File: config.mk
export PLATFORM = sky130hd
export DESIGN_NAME = serial_tx
export DESIGN_NICKNAME = d
export VERILOG_FILES = /design/src/rtl/serial_tx.sv
export SDC_FILE = /design/constraint.sdc
export NUM_CORES = 1
export LEC_CHECK = 0
export CAP_MARGIN = 10
export CORE_MARGIN = 3
export CORE_UTILIZATION = 30
export DETAILED_ROUTE_END_ITERATION = 8
export GPL_TIMING_DRIVEN = 0
export HOLD_SLACK_MARGIN = 0.08
export PLACE_DENSITY = 0.57
export SKIP_LAST_GASP = 1
export SLEW_MARGIN = 20
export SYNTH_ARGS = -nofsm -noshare
export SYNTH_HDL_FRONTEND = slang
export SYNTH_SLANG_ARGS = --single-unit
File: constraint.sdc
create_clock -name clk -period 2.19 [get_ports clk]
set_input_delay 0.438 -clock clk [delete_from_list [all_inputs] [get_ports clk]]
set_output_delay 0.438 -clock clk [all_outputs]
set_load 0.1 [all_outputs]
File: src/rtl/serial_tx.sv
// Framed parallel-to-serial link transmitter: start bit, then DATA_W bits LSB-first.
// Optional even-parity trailer bit is enabled by defining TX_PARITY_EN.

`ifndef SERIAL_TX_DEFAULT_W
  `define SERIAL_TX_DEFAULT_W 8
`endif

module serial_tx #(
  parameter int DATA_W = `SERIAL_TX_DEFAULT_W
) (
  input  logic              clk,
  input  logic              reset,
  input  logic              req,
  output logic              tx_busy,
  input  logic              busy,
  input  logic [DATA_W-1:0] data,
  output logic              serial_out,
  output logic              tx_active
);

  localparam int CNT_W = $clog2(DATA_W + 1);

  typedef enum logic [2:0] {
    S_IDLE  = 3'd0,
    S_PEND  = 3'd1,
    S_START = 3'd2,
`ifdef TX_PARITY_EN
    S_DATA  = 3'd3,
    S_PARITY = 3'd4
`else
    S_DATA  = 3'd3
`endif
  } state_t;

  state_t             state_q, state_d;
  logic [DATA_W-1:0]  shift_q, shift_d;
  logic [CNT_W-1:0]   cnt_q, cnt_d;
  logic               serial_q, serial_d;
  logic               active_q, active_d;
  logic               txbusy_q, txbusy_d;
`ifdef TX_PARITY_EN
  logic               parity_q, parity_d;
`endif

  always_ff @(posedge clk or negedge reset) begin
    if (!reset) begin
      state_q  <= S_IDLE;
      shift_q  <= '0;
      cnt_q    <= '0;
      serial_q <= 1'b0;
      active_q <= 1'b0;
      txbusy_q <= 1'b0;
`ifdef TX_PARITY_EN
      parity_q <= 1'b0;
`endif
    end else begin
      state_q  <= state_d;
      shift_q  <= shift_d;
      cnt_q    <= cnt_d;
      serial_q <= serial_d;
      active_q <= active_d;
      txbusy_q <= txbusy_d;
`ifdef TX_PARITY_EN
      parity_q <= parity_d;
`endif
    end
  end

  always_comb begin
    state_d  = state_q;
    shift_d  = shift_q;
    cnt_d    = cnt_q;
    serial_d = serial_q;
    active_d = active_q;
    txbusy_d = txbusy_q;
`ifdef TX_PARITY_EN
    parity_d = parity_q;
`endif

    case (state_q)
      S_IDLE: begin
        if (req) begin
          shift_d  = data;
          txbusy_d = 1'b1;
`ifdef TX_PARITY_EN
          parity_d = ^data;
`endif
          if (!busy) begin
            serial_d = 1'b1;
            active_d = 1'b1;
            state_d  = S_START;
          end else begin
            serial_d = 1'b0;
            state_d  = S_PEND;
          end
        end
      end

      S_PEND: begin
        if (!busy) begin
          serial_d = 1'b1;
          active_d = 1'b1;
          state_d  = S_START;
        end
      end

      S_START: begin
        serial_d = shift_q[0];
        shift_d  = shift_q >> 1;
        cnt_d    = CNT_W'(1);
        state_d  = S_DATA;
      end

      S_DATA: begin
        // cnt_q counts bits already put on the line; at DATA_W the last one is showing now.
        if (cnt_q == CNT_W'(DATA_W)) begin
`ifdef TX_PARITY_EN
          serial_d = parity_q;
          state_d  = S_PARITY;
`else
          serial_d = 1'b0;
          active_d = 1'b0;
          txbusy_d = 1'b0;
          cnt_d    = '0;
          state_d  = S_IDLE;
`endif
        end else begin
          serial_d = shift_q[0];
          shift_d  = shift_q >> 1;
          cnt_d    = cnt_q + CNT_W'(1);
        end
      end

`ifdef TX_PARITY_EN
      S_PARITY: begin
        serial_d = 1'b0;
        active_d = 1'b0;
        txbusy_d = 1'b0;
        cnt_d    = '0;
        state_d  = S_IDLE;
      end
`endif

      default: begin
        serial_d = 1'b0;
        active_d = 1'b0;
        txbusy_d = 1'b0;
        cnt_d    = '0;
        state_d  = S_IDLE;
      end
    endcase
  end

  assign serial_out = serial_q;
  assign tx_active  = active_q;
  assign tx_busy    = txbusy_q;

endmodule

; Yosys cells after proc, flatten, opt, wreduce, memory -nomap -nowiden
; Index checks and enable logic that the tools add are counted.
[totals]
out_inout_bits = 3
ff_bits = 18
elab_cells = 47
in_bits = 12
[classes]
add_sub_neg = 1
n_reduce_logical = 9
n_bitwise = 2
eq_ne = 8
muxes = 21
[op_table]
columns = op, n
row1 = $pmux W8 S3, 1
row2 = $mux W8, 2
row3 = $pmux W3 S4, 1
row4 = $pmux W4 S3, 1
row5 = $reduce_and A3 Y1, 4
row6 = $mux W3, 3
row7 = $mux W1, 8
row8 = $ne A2 B2 Y1 const B, 4
row9 = $pmux W1 S4, 2
row10 = $eq A3 B2 Y1 const B, 2
row11 = $add A4 B1 Y4 const B, 1
row12 = $eq A4 B4 Y1 const B, 1
row13 = $mux W4, 1
row14 = $reduce_or A2 Y1, 2
row15 = $eq A3 B1 Y1 const B, 1
row16 = $logic_not A3 Y1, 1
row17 = $pmux W1 S3, 1
row18 = $reduce_bool A3 Y1, 1
row19 = $mux W2, 1
row20 = $not A1 Y1, 2
row21 = $reduce_and A2 Y1, 1

; Longest topological paths before layout
[logic_depth]
word_depth = 4
ltp_mapped = 8
ltp_nobuf = 6

; Least setup slack after synthesis
; OpenSTA, ideal clock, no wires.
[synth_timing]
kind = register to register
from = register state_q[1]
to = register active_q, in the netlist tx_active
slack_ns = 0.441
synth_period_minus_slack_ns = 1.749
t_arrival_ns = 1.623
required_time_ns = 2.065
path_buffers = 1
path_stages_with_launch = 7
path_cell_list = dfrtp_1 > buf_6 > inv_1 > ha_1 > and2b_1 > nor3b_1 > mux2_2
[synth_via]
elab_chain_len = 3
word_cells_on_any_way = 9
[synth_rtl]
columns = item, line_no
row1 = start: declaration, 35  ; state_t state_q, state_d;
row2 = start signal: assignment, 57  ; state_q <= state_d;
row3 = $eq A3 B2 Y1 or $logic_not A3 Y1 (tied branches), 80  ; case (state_q)
row4 = $ne A2 B2 Y1 (no source line) or $not A1 Y1 (tied branches), --
row5 = $reduce_and A3 Y1 (no source line), --
row6 = end signal: assignment, 61  ; active_q <= active_d;
row7 = end: declaration, 39  ; logic active_q, active_d;
; Several ways; a longest one is shown, not always the timed one.
; A chain may end at the register's enable or synchronous reset.

; Worst setup path after layout
[layout_timing]
from = register state_q[1]
to = register serial_q, in the netlist serial_out
[layout_via]
elab_chain_len = 3
word_cells_on_any_way = 8
[layout_rtl]
columns = item, line_no
row1 = $eq A3 B1 Y1 or $logic_not A3 Y1 (tied branches), 80
row2 = $ne A2 B2 Y1 (no source line), --
row3 = $reduce_and A2 Y1 (no source line), --
row4 = end signal: assignment, 60  ; serial_q <= serial_d;
row5 = end: declaration, 38  ; logic serial_q, serial_d;
; Several ways; a longest one is shown, not always the timed one.

==> results.md <==
* TritonCTS buffer count at 3
* Largest net degree at the start of global routing at 18
* P_leak at roughly 0.54 nW
* Die Wd at 63.4 um
* Tcrit/Tclk final at 92.6%
* Max Cap Violations at 0
* Critical path capture point type: flip-flop
* Insertion delay to the later sink of the worst-skew pair at 290 ps
* Max stage delay on crit path at a little over 400 ps
* Fin. Hold Viols at 0
* Routed len/inst at 12.1 um
* Worst-Margin Slew at 955 ps
* Initial Util at 31.9%
* Critical path's slowest cell: dfrtp_1
* Biggest fanout along the worst timing path at 9
* Number of clock sinks at 17
* Total GRT Usage at 10.7%
* DRC violation count after routing at 0
* Mapped Nets at 120
* Synthesized area at 988 um2
* Setup violators final at 0
* Syn. warnings at 0
* Post-synthesis sequential area ratio at between 40% and 50%
* Gr ovfl total at 0
* Area grow syn2layout at 22.0%
* Worst path cell trace: buf_6, inv_1, ha_1, and2b_1, a21oi_1, mux2_2
* CP Launch Type: flip-flop
* Die Ht at around 63 um
* Setup_tns at 0 ps
* IO Pins at 15
* TritonCTS clock tree: done
* Initial antenna violation count at 0
* Crit path DAT at about 2200 ps
* Die area at 0.00402 mm2
* Slew headroom at a little over a third
* DP Wirelength at 1420 um
* Rows at 20
* Post-layout util at 38.9%
* Status: completed
* Max Clk Rate at 493 MHz
* Cell Pwr Density at 1530 mW/mm2
* ANT nets after route at 0
* Synth Instances at 101
* RSZ-0062 raised after global routing: no
* FILL cells at about 330
* Multi-input gate area at 505 um2
* Total number of vias at 782
* Clk root buf: clkbuf_4
* Synth Area per Inst at between 9 and 10 um2
* Violation count after the first detailed-route iteration at 27
* Clock Skew at just over 4 ps
* Routed Wire Length at 1970 um
* DRT Pass-1 Iters at 4
* # nets final at 139
* First-pass GRT wire length at 3480 um
* Final Max Tran Viols at 0
* Period minus WS final at 2030 ps
* Worst Path Required at 2370 ps
* Reg area at 425 um2
* DR vias/cell at 4.80
* Fraction of layout instances using a drive strength above 1 at 11.8%
* Yosys cell types at 27
* Vias in the first global route at 758
* Clk buf depth at 2
* Worst hold-check path type: flip-flop to flip-flop
* # diodes at 0
* Post-CTS Hold Fix Bufs at 0
* Port bufs at 14
* Top Usage Layer GRT: met2
* H-tree depth at 1
* Clk slew on worst S/H paths at 100 ps
* GR Util met3 at 3.57%
* Hold slack at a little over 500 ps
* Global Route met2 Usage at between 10% and 20%
* Flops & latches, synth at 17
* Worst vdd ir at 0.544 mV
* Global placer's final weighted congestion at roughly 0.83
* WS Path Type: flip-flop to flip-flop
* CORE AREA at roughly 0.0031 mm2
* Met1 Usage GRT at around 14%
==> layer usage <==
layer	share of wire [%]	routed length, um	vias to the layer above
met5	0	0	-
met1	48	934	372
met4	0.51	10	0
li1	-	-	387
met3	5.5	109	2
met2	46	911	21
==> cells in the mapped netlist (all sizes together) <==
| cell | number | share of area [%] |
|---|---|---|
| a21o | 1 | 0.76 |
| a21oi | 11 | 6.3 |
| a221oi | 1 | 0.89 |
| a22oi | 1 | 0.76 |
| a31oi | 3 | 1.9 |
| and2b | 1 | 0.76 |
| and4b | 1 | 1.4 |
| buf | 3 | 2.8 |
| dfrtp | 17 | 43 |
| ha | 7 | 8.9 |
| inv | 8 | 3.0 |
| mux2 | 2 | 2.3 |
| mux2i | 8 | 8.1 |
| nand2 | 7 | 2.9 |
| nand3 | 4 | 2.0 |
| nand3b | 1 | 0.76 |
| nor2 | 11 | 4.2 |
| nor2b | 2 | 1.3 |
| nor3 | 3 | 2.7 |
| nor3b | 1 | 0.76 |
| o21ai | 6 | 3.0 |
| o41ai | 1 | 0.89 |
| or2 | 1 | 0.63 |
==> repair_timing <==
item / CTS / global route
resized for setup: 3 / 0
endpoints found under the setup margin: 3 / 0
setup buffers: 0 / 0
==> report_power, final <==
part | total (mW) | switching [mW] | leakage [nW] | internal, mW
sequential | 0.553 | 0.0949 | 0.204 | 0.459
clock | 0.168 | 0.0972 | 0.0150 | 0.0708
combinational | 1.12 | 0.696 | 0.319 | 0.423
==> flip-flops by register name, indices dropped and copies added (netlist names) <==
name and flops:
cnt_q 4, shift_q 8, tx_busy 1, state_q 2, serial_out 1, tx_active 1
==> cells in the final DEF, fill, tap and decap left out <==
master	instances
mux2i_1	8
a21o_1	1
and4b_4	1
a21oi_1	9
inv_1	8
nand3_1	4
nand2_2	1
a22oi_1	1
dlygate4sd2_1	3
a21oi_2	2
buf_6	2
mux2_2	2
clkbuf_4	3
nand2_1	6
a31oi_1	3
nor2_1	11
nor2b_1	2
dfrtp_1	17
and2b_1	1
clkbuf_1	1
ha_1	7
nor3_4	1
or2_2	1
o41ai_1	1
nor3_1	2
o21ai_0	6
clkdlybuf4s50_1	11
a221oi_1	1
nor3b_1	1
buf_2	1
nand3b_1	1
==> cells by family (layout without fill, tap and decap cells) <==
family                   count (synthesis)  in the layout  synth area share (%)
AO/OA/AOI/OAI                           24             24                  14.6
adder cells (fa/ha/maj)                  7              7                  8.86
buffers and inverters                   11             29                  5.82
flip-flops                              17             17                  43.0
multiplexers                            10             10                  10.4
AND/OR/NAND/NOR                         32             32                  17.3
==> stage by stage <==
stage | area, um2 | std cells | worst slack [ps] | total power, mW
after floorplan | 988 | 101 | 441 | 1.45
after global placement | 1180 | 159 | 250 | 1.67
after detailed placement | 1180 | 159 | 232 | 1.70
after CTS | 1210 | 163 | 209 | 1.86
after global routing | 1210 | 163 | 56.5 | 2.02
final | 1210 | 163 | 163 | 1.84
==> cell type report <==
type	count	area share, %
clock buffers	4	2.18
inverters	8	2.49
well taps	44	4.56
multi-input cells	73	41.9
flip-flops and latches	17	35.3
repair buffers	14	11.3
plain buffers	3	2.28
==> critical path, delay by kind of cell, from the launching register on <==
kind / cells / cell delay (ps)
fa+ha+maj: 1 / 270
compound gates: 1 / 290
flops: 1 / 410
mux: 1 / 370
buf+inv: 2 / 310
simple gates: 1 / 260
==> path summary, 6_finish.rpt <==
path	startpoint	end	slack, ps	depth (start not counted)
hold reg to reg	serial_out$_DFFE_PN0P_	serial_out$_DFFE_PN0P_	520	1
hold / removal	serial_out$_DFFE_PN0P_	serial_out$_DFFE_PN0P_	520	1
min in group asynchronous	reset	cnt_q[3]$_DFFE_PN0N_	600	1
setup reg to reg	state_q[1]$_DFFE_PN0P_	serial_out$_DFFE_PN0P_	160	6
max in group asynchronous	reset	shift_q[5]$_DFFE_PN0P_	1100	1
setup / recovery	state_q[1]$_DFFE_PN0P_	serial_out$_DFFE_PN0P_	160	6
No activity file was read; power rests on OpenSTA's default activity.
